===== src/rtl/lbp_code_collector.sv =====
// ============================================================================
// lbp_code_collector: deserialises sequencer comparator bits into LBP codes,
// buffers them in a FIFO and serves them over a Wishbone slave.
// Optional feature macro: FRAME_TAG_EN (8-bit frame tag per code).
// Revision: 1.0
// ============================================================================
`default_nettype none

module lbp_code_collector #(
  parameter int          CODE_W     = 12,
  parameter int          FIFO_DEPTH = 16,
  parameter logic [31:0] BASE_ADDR  = 32'h3000_0100
) (
  input  logic        wb_clk_i,
  input  logic        wb_rst_i,
  input  logic        start_i,
  input  logic        bit_valid_i,
  input  logic        bit_i,
  input  logic        done_i,
  input  logic        wbs_cyc_i,
  input  logic        wbs_stb_i,
  input  logic        wbs_we_i,
  input  logic [3:0]  wbs_sel_i,
  input  logic [31:0] wbs_adr_i,
  input  logic [31:0] wbs_dat_i,
  output logic        wbs_ack_o,
  output logic [31:0] wbs_dat_o,
  output logic        irq_o
);

  localparam int             AW         = $clog2(FIFO_DEPTH);
  localparam logic [AW-1:0]  c_ptr_one  = AW'(1);
  localparam logic [AW:0]    c_lvl_one  = (AW+1)'(1);
  localparam logic [AW:0]    c_lvl_full = (AW+1)'(FIFO_DEPTH);
  localparam logic [4:0]     c_last_bit = 5'(CODE_W - 1);

  typedef enum logic [0:0] {
    S_IDLE  = 1'b0,
    S_SHIFT = 1'b1
  } state_t;

  // Reset asserts asynchronously but releases on a clock edge.
  logic [1:0] r_rst_pipe;
  logic       w_rst;

  always_ff @(posedge wb_clk_i or posedge wb_rst_i) begin
    if (wb_rst_i) r_rst_pipe <= 2'b11;
    else          r_rst_pipe <= {r_rst_pipe[0], 1'b0};
  end

  assign w_rst = r_rst_pipe[1];

  state_t              r_state, w_state_nxt;
  logic [4:0]          r_count, w_count_nxt;
  logic [CODE_W-1:0]   r_shift, w_shift_nxt;
  logic [CODE_W:0]     w_shift_ext;
  logic                w_push, w_short_set, w_done_acc;

  logic [CODE_W-1:0]   r_code_mem [FIFO_DEPTH];
  logic [AW-1:0]       r_wr_ptr, r_rd_ptr;
  logic [AW:0]         r_level;
  logic                w_empty, w_full, w_pop, w_push_ok, w_flush, w_overflow_set;

  logic                r_frame_done, r_overflow, r_short_frame, r_irq_en;
  logic                r_ack;
  logic [31:0]         r_dat;

  logic                w_in_window, w_req, w_w1c, w_ctrl_wr;
  logic [1:0]          w_word;
  logic [31:0]         w_status, w_data_word, w_rdata, w_level32;
  logic [7:0]          w_head_tag, w_live_tag;
  logic [CODE_W-1:0]   w_head_code;
  logic                w_unused;

  assign w_unused = ^{wbs_sel_i, wbs_adr_i[1:0], wbs_dat_i[31:13], wbs_dat_i[9:2]};

  // ---------------------------------------------------------------------------
  // Frame FSM
  // ---------------------------------------------------------------------------
  always_ff @(posedge wb_clk_i or posedge w_rst) begin
    if (w_rst) r_state <= S_IDLE;
    else       r_state <= w_state_nxt;
  end

  assign w_shift_ext = {r_shift, bit_i};

  // The bit is applied before done/start so a completing bit still pushes.
  always_comb begin
    w_state_nxt = r_state;
    w_count_nxt = r_count;
    w_shift_nxt = r_shift;
    w_push      = 1'b0;
    w_short_set = 1'b0;
    w_done_acc  = 1'b0;
    case (r_state)
      S_IDLE: begin
        if (start_i) begin
          w_state_nxt = S_SHIFT;
          w_count_nxt = '0;
        end
      end
      S_SHIFT: begin
        if (bit_valid_i) begin
          w_shift_nxt = w_shift_ext[CODE_W-1:0];
          if (r_count == c_last_bit) begin
            w_push      = 1'b1;
            w_count_nxt = '0;
          end else begin
            w_count_nxt = r_count + 5'd1;
          end
        end
        if (done_i) begin
          w_short_set = (w_count_nxt != '0);
          w_done_acc  = 1'b1;
          w_count_nxt = '0;
          w_state_nxt = S_IDLE;
        end else if (start_i) begin
          w_short_set = (w_count_nxt != '0);
          w_count_nxt = '0;
        end
      end
      default: w_state_nxt = S_IDLE;
    endcase
  end

  // ---------------------------------------------------------------------------
  // Wishbone decode
  // ---------------------------------------------------------------------------
  assign w_in_window = (wbs_adr_i[31:4] == BASE_ADDR[31:4]);
  assign w_req       = wbs_cyc_i & wbs_stb_i & ~r_ack & w_in_window;
  assign w_word      = wbs_adr_i[3:2];
  assign w_w1c       = w_req & wbs_we_i & (w_word == 2'd0);
  assign w_ctrl_wr   = w_req & wbs_we_i & (w_word == 2'd2);
  assign w_flush     = w_ctrl_wr & wbs_dat_i[1];

  assign w_empty        = (r_level == '0);
  assign w_full         = (r_level == c_lvl_full);
  assign w_pop          = w_req & ~wbs_we_i & (w_word == 2'd1) & ~w_empty;
  assign w_push_ok      = w_push & (~w_full | w_pop) & ~w_flush;
  assign w_overflow_set = w_push & w_full & ~w_pop & ~w_flush;

  assign w_head_code = r_code_mem[r_rd_ptr];
  assign w_level32   = 32'(r_level);

`ifdef FRAME_TAG_EN
  logic [7:0] r_frame_tag;
  logic [7:0] r_tag_mem [FIFO_DEPTH];

  always_ff @(posedge wb_clk_i or posedge w_rst) begin
    if (w_rst)           r_frame_tag <= 8'h00;
    else if (w_done_acc) r_frame_tag <= r_frame_tag + 8'd1;
  end

  always_ff @(posedge wb_clk_i) begin
    if (w_push_ok) r_tag_mem[r_wr_ptr] <= r_frame_tag;
  end

  assign w_head_tag = r_tag_mem[r_rd_ptr];
  assign w_live_tag = r_frame_tag;
`else
  assign w_head_tag = 8'h00;
  assign w_live_tag = 8'h00;
`endif

  always_comb begin
    w_status        = '0;
    w_status[7:0]   = w_level32[7:0];
    w_status[8]     = w_empty;
    w_status[9]     = w_full;
    w_status[10]    = r_frame_done;
    w_status[11]    = r_overflow;
    w_status[12]    = r_short_frame;
    w_status[13]    = (r_state == S_SHIFT);
    w_status[31:24] = w_live_tag;
  end

  assign w_data_word = w_empty ? 32'h0 : {8'h00, w_head_tag, 16'(w_head_code)};

  always_comb begin
    w_rdata = '0;
    if (w_req && !wbs_we_i) begin
      case (w_word)
        2'd0:    w_rdata = w_status;
        2'd1:    w_rdata = w_data_word;
        2'd2:    w_rdata = {31'h0, r_irq_en};
        default: w_rdata = '0;
      endcase
    end
  end

  // ---------------------------------------------------------------------------
  // Datapath, FIFO pointers, sticky flags and bus registers
  // ---------------------------------------------------------------------------
  always_ff @(posedge wb_clk_i) begin
    if (w_push_ok) r_code_mem[r_wr_ptr] <= w_shift_ext[CODE_W-1:0];
  end

  always_ff @(posedge wb_clk_i or posedge w_rst) begin
    if (w_rst) begin
      r_count       <= '0;
      r_shift       <= '0;
      r_wr_ptr      <= '0;
      r_rd_ptr      <= '0;
      r_level       <= '0;
      r_frame_done  <= 1'b0;
      r_overflow    <= 1'b0;
      r_short_frame <= 1'b0;
      r_irq_en      <= 1'b0;
      r_ack         <= 1'b0;
      r_dat         <= '0;
    end else begin
      r_count <= w_count_nxt;
      r_shift <= w_shift_nxt;
      r_ack   <= w_req;
      r_dat   <= w_rdata;

      // A set event in the same cycle as its W1C leaves the flag set.
      r_frame_done  <= w_done_acc     | (r_frame_done  & ~(w_w1c & wbs_dat_i[10]));
      r_overflow    <= w_overflow_set | (r_overflow    & ~(w_w1c & wbs_dat_i[11]));
      r_short_frame <= w_short_set    | (r_short_frame & ~(w_w1c & wbs_dat_i[12]));

      if (w_ctrl_wr) r_irq_en <= wbs_dat_i[0];

      if (w_flush) begin
        r_wr_ptr <= '0;
        r_rd_ptr <= '0;
        r_level  <= '0;
      end else begin
        if (w_push_ok) r_wr_ptr <= r_wr_ptr + c_ptr_one;
        if (w_pop)     r_rd_ptr <= r_rd_ptr + c_ptr_one;
        case ({w_push_ok, w_pop})
          2'b10:   r_level <= r_level + c_lvl_one;
          2'b01:   r_level <= r_level - c_lvl_one;
          default: r_level <= r_level;
        endcase
      end
    end
  end

  assign wbs_ack_o = r_ack;
  assign wbs_dat_o = r_dat;
  assign irq_o     = r_frame_done & r_irq_en;

endmodule

`default_nettype wire


===== config.mk =====
export PLATFORM = sky130hd
export DESIGN_NAME = lbp_code_collector
export DESIGN_NICKNAME = d
export VERILOG_FILES = /design/src/rtl/lbp_code_collector.sv
export SDC_FILE = /design/constraint.sdc
export NUM_CORES = 1
export LEC_CHECK = 0
export CAP_MARGIN = 20
export CORE_AREA = 2 2 162 164
export DETAILED_ROUTE_END_ITERATION = 8
export DIE_AREA = 0 0 164 166
export PLACE_DENSITY_LB_ADDON = 0.15
export SLEW_MARGIN = 30
export SYNTH_ARGS = -nofsm -noshare
export SYNTH_HDL_FRONTEND = slang
export SYNTH_SLANG_ARGS = --single-unit

===== constraint.sdc =====
create_clock -name wb_clk_i -period 4.35 [get_ports wb_clk_i]
set_input_delay 1.305 -clock wb_clk_i [delete_from_list [all_inputs] [get_ports wb_clk_i]]
set_output_delay 1.305 -clock wb_clk_i [all_outputs]
set_load 0.05 [all_outputs]

==> results of run 1 <==
worst max-delay path by stage:
stage,from,to,depth (start not counted),slack [ns]
2_1_floorplan,wbs_adr_i[11],r_code_mem[5][0],6,0.19
3_3_place_gp,wbs_adr_i[17],r_code_mem[13][2],8,0.34
3_5_place_dp,wbs_adr_i[17],r_code_mem[10][2],8,0.31
4_1_cts,wbs_adr_i[13],r_code_mem[10][3],8,0.85
5_1_grt,wbs_adr_i[13],r_level[4],11,0.55
6_report,wbs_adr_i[13],r_code_mem[10][3],8,0.87
metrics by stage:
| step | worst slack (ns) | hold slack [ns] | std cells | cell area (µm²) |
|---|---|---|---|---|
| floorplan | 0.194 | 0.345 | 573 | 10200 |
| global placement | 0.336 | 0.348 | 957 | 11300 |
| detailed placement | 0.314 | 0.351 | 958 | 11300 |
| CTS | 0.845 | 0.360 | 1008 | 12300 |
| global route | 0.550 | 0.365 | 1008 | 12300 |
| finish | 0.874 | 0.357 | 1008 | 12300 |
where the power goes:
group          leakage [µW]  internal [µW]  switching [µW]
sequential          0.00238           2780             217
combinational       0.00135           81.0            81.0
clock              0.000486           1610             891
total               0.00422           4470            1190
worst max-delay path: stages:
cell	delay [ns]
clkdlybuf4s50_1	0.40
nor4_1	0.31
nand4_1	0.31
nor3_2	0.37
o21ai_2	0.12
buf_4	0.24
nor4_2	0.28
buf_4	0.33
flip-flops by register name, indices dropped and copies added, names as in the netlist, 2 cells and up:
signal,count
r_code_mem,192
r_count,5
r_level,5
r_rd_ptr,4
r_rst_pipe,2
r_shift,11
r_wr_ptr,4
wbs_dat_o,14
layout by cell type, fill, tap and decap left out, types with 6 or more instances in the layout:
cell | netlist | routed
a22o_1 | 6 | 6
nand2_1 | 18 | 18
dfrtp_1 | 49 | 46
clkbuf_16 | 0 | 27
conb_1 | 1 | 19
and2_1 | 9 | 9
nor4_1 | 17 | 7
inv_1 | 11 | 10
nor2_1 | 26 | 25
nor4_2 | 0 | 10
buf_4 | 22 | 38
edfxtp_1 | 192 | 192
clkdlybuf4s50_1 | 0 | 59
mux2_2 | 12 | 12
mux4_2 | 60 | 60
o21ai_0 | 13 | 13
ha_1 | 8 | 8
bufinv_16 | 0 | 7
area by class of cell:
| type | instances | share of cell area (%) |
|---|---|---|
| sequential | 243 | 57.4 |
| clock inverter | 16 | 2.18 |
| clock buffer | 34 | 5.96 |
| timing repair buffer | 99 | 7.45 |
| tap | 335 | 3.41 |
| inverter | 11 | 0.336 |
| multi-input combinational | 270 | 23.3 |
cells by family after synthesis:
| group | count (synthesis) | synth area share, % |
|---|---|---|
| XOR/XNOR | 9 | 0.780 |
| AO/OA/AOI/OAI | 46 | 3.34 |
| other | 1 | 0.0371 |
| buffers and inverters | 60 | 3.56 |
| AND/OR/NAND/NOR | 111 | 6.37 |
| flip-flops | 243 | 69.7 |
| multiplexers | 77 | 15.2 |
| adder cells (fa/ha/maj) | 8 | 0.990 |
routing by layer:
layer / GRT usage (%) / vias to the layer above / wire length, µm
met5: 0 / - / 0
met4: 4.39 / 0 / 501
met3: 2.95 / 39 / 1320
met2: 29.0 / 158 / 11200
met1: 23.5 / 2786 / 9650
li1: - / 2361 / -
==> flow_metrics.py, run 1 <==
metrics = {
    "placed_design": {
        "finalWeightedCongestion": 0.789,
        "place.port_buffers": 59,
        "place_hpwl_mm": 14.5,
    },
    "timing": {
        "max_clock_freq_mhz": 288,
        "finalHoldViolations": 0,
        "min_period_ns": 3.48,
        "worst_pin_slew_ns": 0.880,
        "totalNegativeSetupSlack_ns": 0,
        "timing.final.max_slew_violations": 0,
        "timing.clock.skew_ns": 0.0115,
        "finalSetupViolCount": 0,
        "timing.max_slew.rel_slack_pct": 41.4,
        "final.period_utilization_pct": 79.9,
        "grt_setup_unrepaired": "no",
    },
    "run_status": {
        "outcome": "complete, no violations",
    },
    "worst_hold_path": {
        "min_delay_worst_endpoint": "r_rst_pipe[1]",
        "hold_critical_path_depth": 0,
        "launch_point_of_the_worst_hold_path": "r_rst_pipe[0]",
        "min_path_type": "reg2reg",
    },
    "clock_network": {
        "clock_insertion_delay_worst_skew_ns": 0.53,
        "clockRootBuffer": "clkbuf_16",
        "cts_tree": "built",
        "ctsHtreeMaxLevel": 1,
        "postCtsResizedCells": 0,
        "postCtsSetupRepairBufs": 0,
        "clock_sink_count": 243,
        "path_clk_slew_ns": 0.06,
        "clock_path_buffers": 3,
        "number_of_buffers_inserted_during_clock_tree_synthesis": 27,
        "postCtsHoldBufs": 0,
    },
    "logic_synthesis": {
        "ys_seq_area_share_pct": 69.7,
        "yosys-top-cells-area": "edfxtp_1 57%, mux4_2 13%, dfrtp_1 12%",
        "synth.distinct_cells": 58,
        "synth_ff_type": "edfxtp_1",
        "synth-edff-count": 192,
        "syn-mean-instance-area_um2": 18.2,
        "synth_area_leader_cell": "edfxtp_1",
        "post-synth-top-count-cell": "edfxtp_1",
        "synth_seq_cells": 243,
        "synthArstFlopShare_pct": 21.0,
        "yosysWarnings": 0,
        "synth_largest_type_area_fraction_pct": 57.0,
        "postSynthCellCount": 555,
        "synth_top_cells_by_count": "192 x edfxtp_1, 60 x mux4_2, 49 x dfrtp_1",
        "syn_area_um2": 10100,
    },
    "power": {
        "pwr_density_cell_nw_per_um2": 460,
        "vdd.ir_drop.worst_uv": 369,
        "leakage_uw": 0.00422,
        "fin_total_pwr_uw": 5660,
    },
    "drt": {
        "via_count": 5344,
        "detail_route.vias_per_cell": 5.30,
        "drt-total-wl_mm": 22.7,
        "initialDrtViolationCount": 413,
        "routedWlPerCell_um": 22.5,
        "detail_route.drc_violations": 0,
        "ant_nets": 0,
        "first_pass_iters": 5,
    },
    "worst_setup_path": {
        "criticalPathCategory": "in2reg",
        "critical_path.reg2reg.endpoint": "r_level[4]",
        "worst-endpoint-required_ns": 4.55,
        "critPathArrivalTime_ns": 3.68,
        "r2r_slack_ns": 1.66,
        "worst-path-max-fanout": 16,
        "r2r_cells": 10,
        "critical_path.reg2reg.startpoint": "r_level[1]",
        "worst_setup_path_start_kind": "input port",
        "worst_setup_path_end_kind": "register",
    },
    "finish": {
        "antenna-diode-count": 0,
        "final_layout_size_suffix_gt1_share_pct": 28.5,
        "num-nets-final": 737,
        "final_standard_cell_utilization_of_the_core_pct": 48.0,
        "multi_input_comb_area_um2": 2860,
        "ff_latch_area_um2": 7050,
        "nFillCells": 2152,
        "flow.area_growth_from_synthesis_pct": 21.5,
    },
    "floorplanning": {
        "floorplan.core_area_um2": 25600,
        "std_cell_rows": 59,
        "io-pin-count": 111,
        "die_h_um": 166,
        "initial_core_util_pct": 39.5,
        "die_x_um": 164,
        "die-area_um2": 27200,
    },
    "grt": {
        "grt_first_pass_wirelength_mm": 34.9,
        "number_of_antenna_violations_at_the_first_check_in_global_routing": 0,
        "global_route.overflow_total": 0,
        "grt_start_max_net_pins": 50,
        "grt_usage_pct": 17.3,
        "first_global_vias": 5661,
    },
    "job": {
        "max_cap_viol_count": 0,
    },
}
Note: power is estimated with default switching activity, not from simulation.
==> inputs of run 2 (changes only) <==
==> constraint.sdc (replaced) <==
create_clock -name wb_clk_i -period 3.42 [get_ports wb_clk_i]
set_input_delay 1.026 -clock wb_clk_i [delete_from_list [all_inputs] [get_ports wb_clk_i]]
set_output_delay 1.026 -clock wb_clk_i [all_outputs]
set_load 0.05 [all_outputs]
==> run 2 against run 1 <==
  * Non-clock buffer count increased by 16
  * Highest routed layer unchanged
  * Largest power group unchanged
  * Routed wire length increased by 1.9%
  * Setup slack got worse by 0.74 ns
  * Sequential cell count unchanged
  * Utilization increased by 0.38 points
  * First-iteration DRC count decreased by 7.5%
  * Global-route usage increased by 0.14 points
  * Sequential power increased by 27%
  * Clock skew increased by 0.0036 ns
  * Critical path depth increased by 1
  * Hold slack got worse by 0.0057 ns
==> flow_metrics.py, run 2 (synthesis gave the netlist of run 1 again) <==
metrics = {
    "run_status": {
        "outcome": "complete, no violations",
    },
    "grt": {
        "grt_start_max_net_pins": 52,
        "number_of_antenna_violations_at_the_first_check_in_global_routing": 0,
        "grt_usage_pct": 17.4,
        "global_route.overflow_total": 0,
        "first_global_vias": 5642,
        "grt_first_pass_wirelength_mm": 35.2,
    },
    "timing": {
        "grt_setup_unrepaired": "yes",
        "timing.clock.skew_ns": 0.0152,
        "totalNegativeSetupSlack_ns": 0,
        "finalSetupViolCount": 0,
        "timing.hold.ws_ns": 0.351,
        "finalHoldViolations": 0,
        "timing.final.max_slew_violations": 0,
        "max_clock_freq_mhz": 304,
        "min_period_ns": 3.29,
        "final.period_utilization_pct": 96.1,
        "timing.max_slew.rel_slack_pct": 40.3,
        "setup_ws_ns": 0.134,
        "worst_pin_slew_ns": 0.896,
    },
    "clock_network": {
        "ctsHtreeMaxLevel": 1,
        "path_clk_slew_ns": 0.06,
        "clock_sink_count": 243,
        "clock_path_buffers": 3,
        "clockRootBuffer": "clkbuf_16",
        "number_of_buffers_inserted_during_clock_tree_synthesis": 26,
        "postCtsHoldBufs": 0,
        "clock_insertion_delay_worst_skew_ns": 0.52,
        "cts_tree": "built",
    },
    "finish": {
        "antenna-diode-count": 0,
        "nFillCells": 2162,
        "flow.area_growth_from_synthesis_pct": 22.5,
        "num-nets-final": 752,
        "final_layout_size_suffix_gt1_share_pct": 29.5,
        "largest_register_by_flop_count": "r_code_mem",
        "mostFrequentLayoutCell": "edfxtp_1",
        "final_cell_mix": "192 x edfxtp_1, 60 x mux4_2, 59 x clkdlybuf4s50_1",
        "largest_register_ffs": 192,
        "final_standard_cell_utilization_of_the_core_pct": 48.4,
    },
    "power": {
        "leakage_uw": 0.00427,
        "pwr_density_cell_nw_per_um2": 563,
        "vdd.ir_drop.worst_uv": 425,
    },
    "job": {
        "max_cap_viol_count": 0,
    },
    "worst_setup_path": {
        "crit_path_cell_trace": "clkdlybuf4s50_1, nor4_1, nand4_1, buf_4, nor3_2, o21ai_2, buf_12, nor4_2, buf_4",
        "worst-endpoint-required_ns": 3.63,
        "crit_slowest_cell": "clkdlybuf4s50_1",
        "worst_setup_path_start_kind": "input port",
        "worst_setup_path_end_kind": "register",
        "worst-path-max-fanout": 13,
        "criticalPathCategory": "in2reg",
        "critPathArrivalTime_ns": 3.49,
        "critical-path-top-cell-by-count": "buf_4",
        "r2r_cells": 11,
        "highest_cell_delay_on_the_worst_timing_path_ns": 0.40,
    },
    "worst_hold_path": {
        "min_path_type": "reg2async",
    },
    "drt": {
        "via_count": 5449,
        "routedWlPerCell_um": 22.6,
        "drt-total-wl_mm": 23.1,
        "detail_route.drc_violations": 0,
        "initialDrtViolationCount": 382,
        "first_pass_iters": 4,
        "ant_nets": 0,
        "detail_route.vias_per_cell": 5.33,
    },
    "placed_design": {
        "place_ws_ns": -0.333,
        "place.port_buffers": 59,
        "finalWeightedCongestion": 0.805,
        "place_hpwl_mm": 14.7,
    },
    "floorplanning": {
        "floorplan.core_area_um2": 25600,
        "die-area_um2": 27200,
        "die_h_um": 166,
        "io-pin-count": 111,
        "die_x_um": 164,
        "initial_core_util_pct": 39.5,
        "std_cell_rows": 59,
    },
}
==> run 2: changes by cell type in the layout (fill, tap and decap cells not counted) <==
cell and delta:
nor4_2 +1, clkbuf_8 -3, buf_12 +5, clkbuf_1 -2
buf_6 +1, nor4_1 -1, buf_4 +10, inv_6 -1
bufinv_16 -2, clkinv_1 +5, clkinvlp_4 +1, dfrtp_4 -1
dfrtp_1 +1
==> run 2: worst paths after layout <==
check / start / end / slack [ns]
min in group wb_clk_i: r_rst_pipe[0] / r_rst_pipe[1] / 0.35
min: r_rst_pipe[1] / r_rd_ptr[2] / 0.35
min reg2reg: r_rst_pipe[1] / r_rd_ptr[2] / 0.35
max in group asynchronous: r_rst_pipe[1] / r_shift[3] / 2.26
max: wbs_adr_i[22] / r_code_mem[14][8] / 0.13
max reg2reg: r_count[0] / r_level[4] / 0.76
==> run 2: what timing repair did <==
item,4_1_cts,5_1_grt
resized for setup,0,2
setup endpoints to repair,0,1
buffers inserted,0,1
==> run 2: cell type report <==
type                       count  area, µm²  share of cell area [%]
multi-input combinational    270       2870                    23.1
timing repair buffer         115       1100                    8.90
clock inverter                19        225                    1.82
clock buffer                  29        683                    5.52
tap                          335        419                    3.38
sequential                   243       7050                    56.9
inverter                      11       41.3                   0.333
==> run 2: where the power goes <==
group	internal (µW)	switching [µW]	total [µW]
Clock	1810	1130	2940
Combinational	106	106	212
Sequential	3540	286	3820
Total	5460	1520	6980
==> run 2: through the flow <==
step	instances	total power [µW]	cell area, µm²
2_1_floorplan	573	3910	10200
3_3_place_gp	973	4060	11500
3_5_place_dp	973	4100	11500
4_1_cts	1021	7060	12400
5_1_grt	1022	7250	12400
6_report	1022	6980	12400
==> run 2: routing by layer <==
metal / vias up / GRT usage, % / wire, µm / share of wire (%)
met4: 0 / 5.38 / 695 / 3.0
met2: 177 / 28.7 / 11300 / 49
li1: 2395 / - / - / -
met5: - / 0 / 0 / 0
met3: 46 / 2.87 / 1430 / 6.2
met1: 2831 / 23.8 / 9710 / 42
==> run 2: worst max-delay path, delay by kind of cell <==
kind	cells	cell delay, ns
AOI/OAI and AO/OA	1	0.19
buffers and inverters	4	1.10
and+or+nand+nor	4	1.15
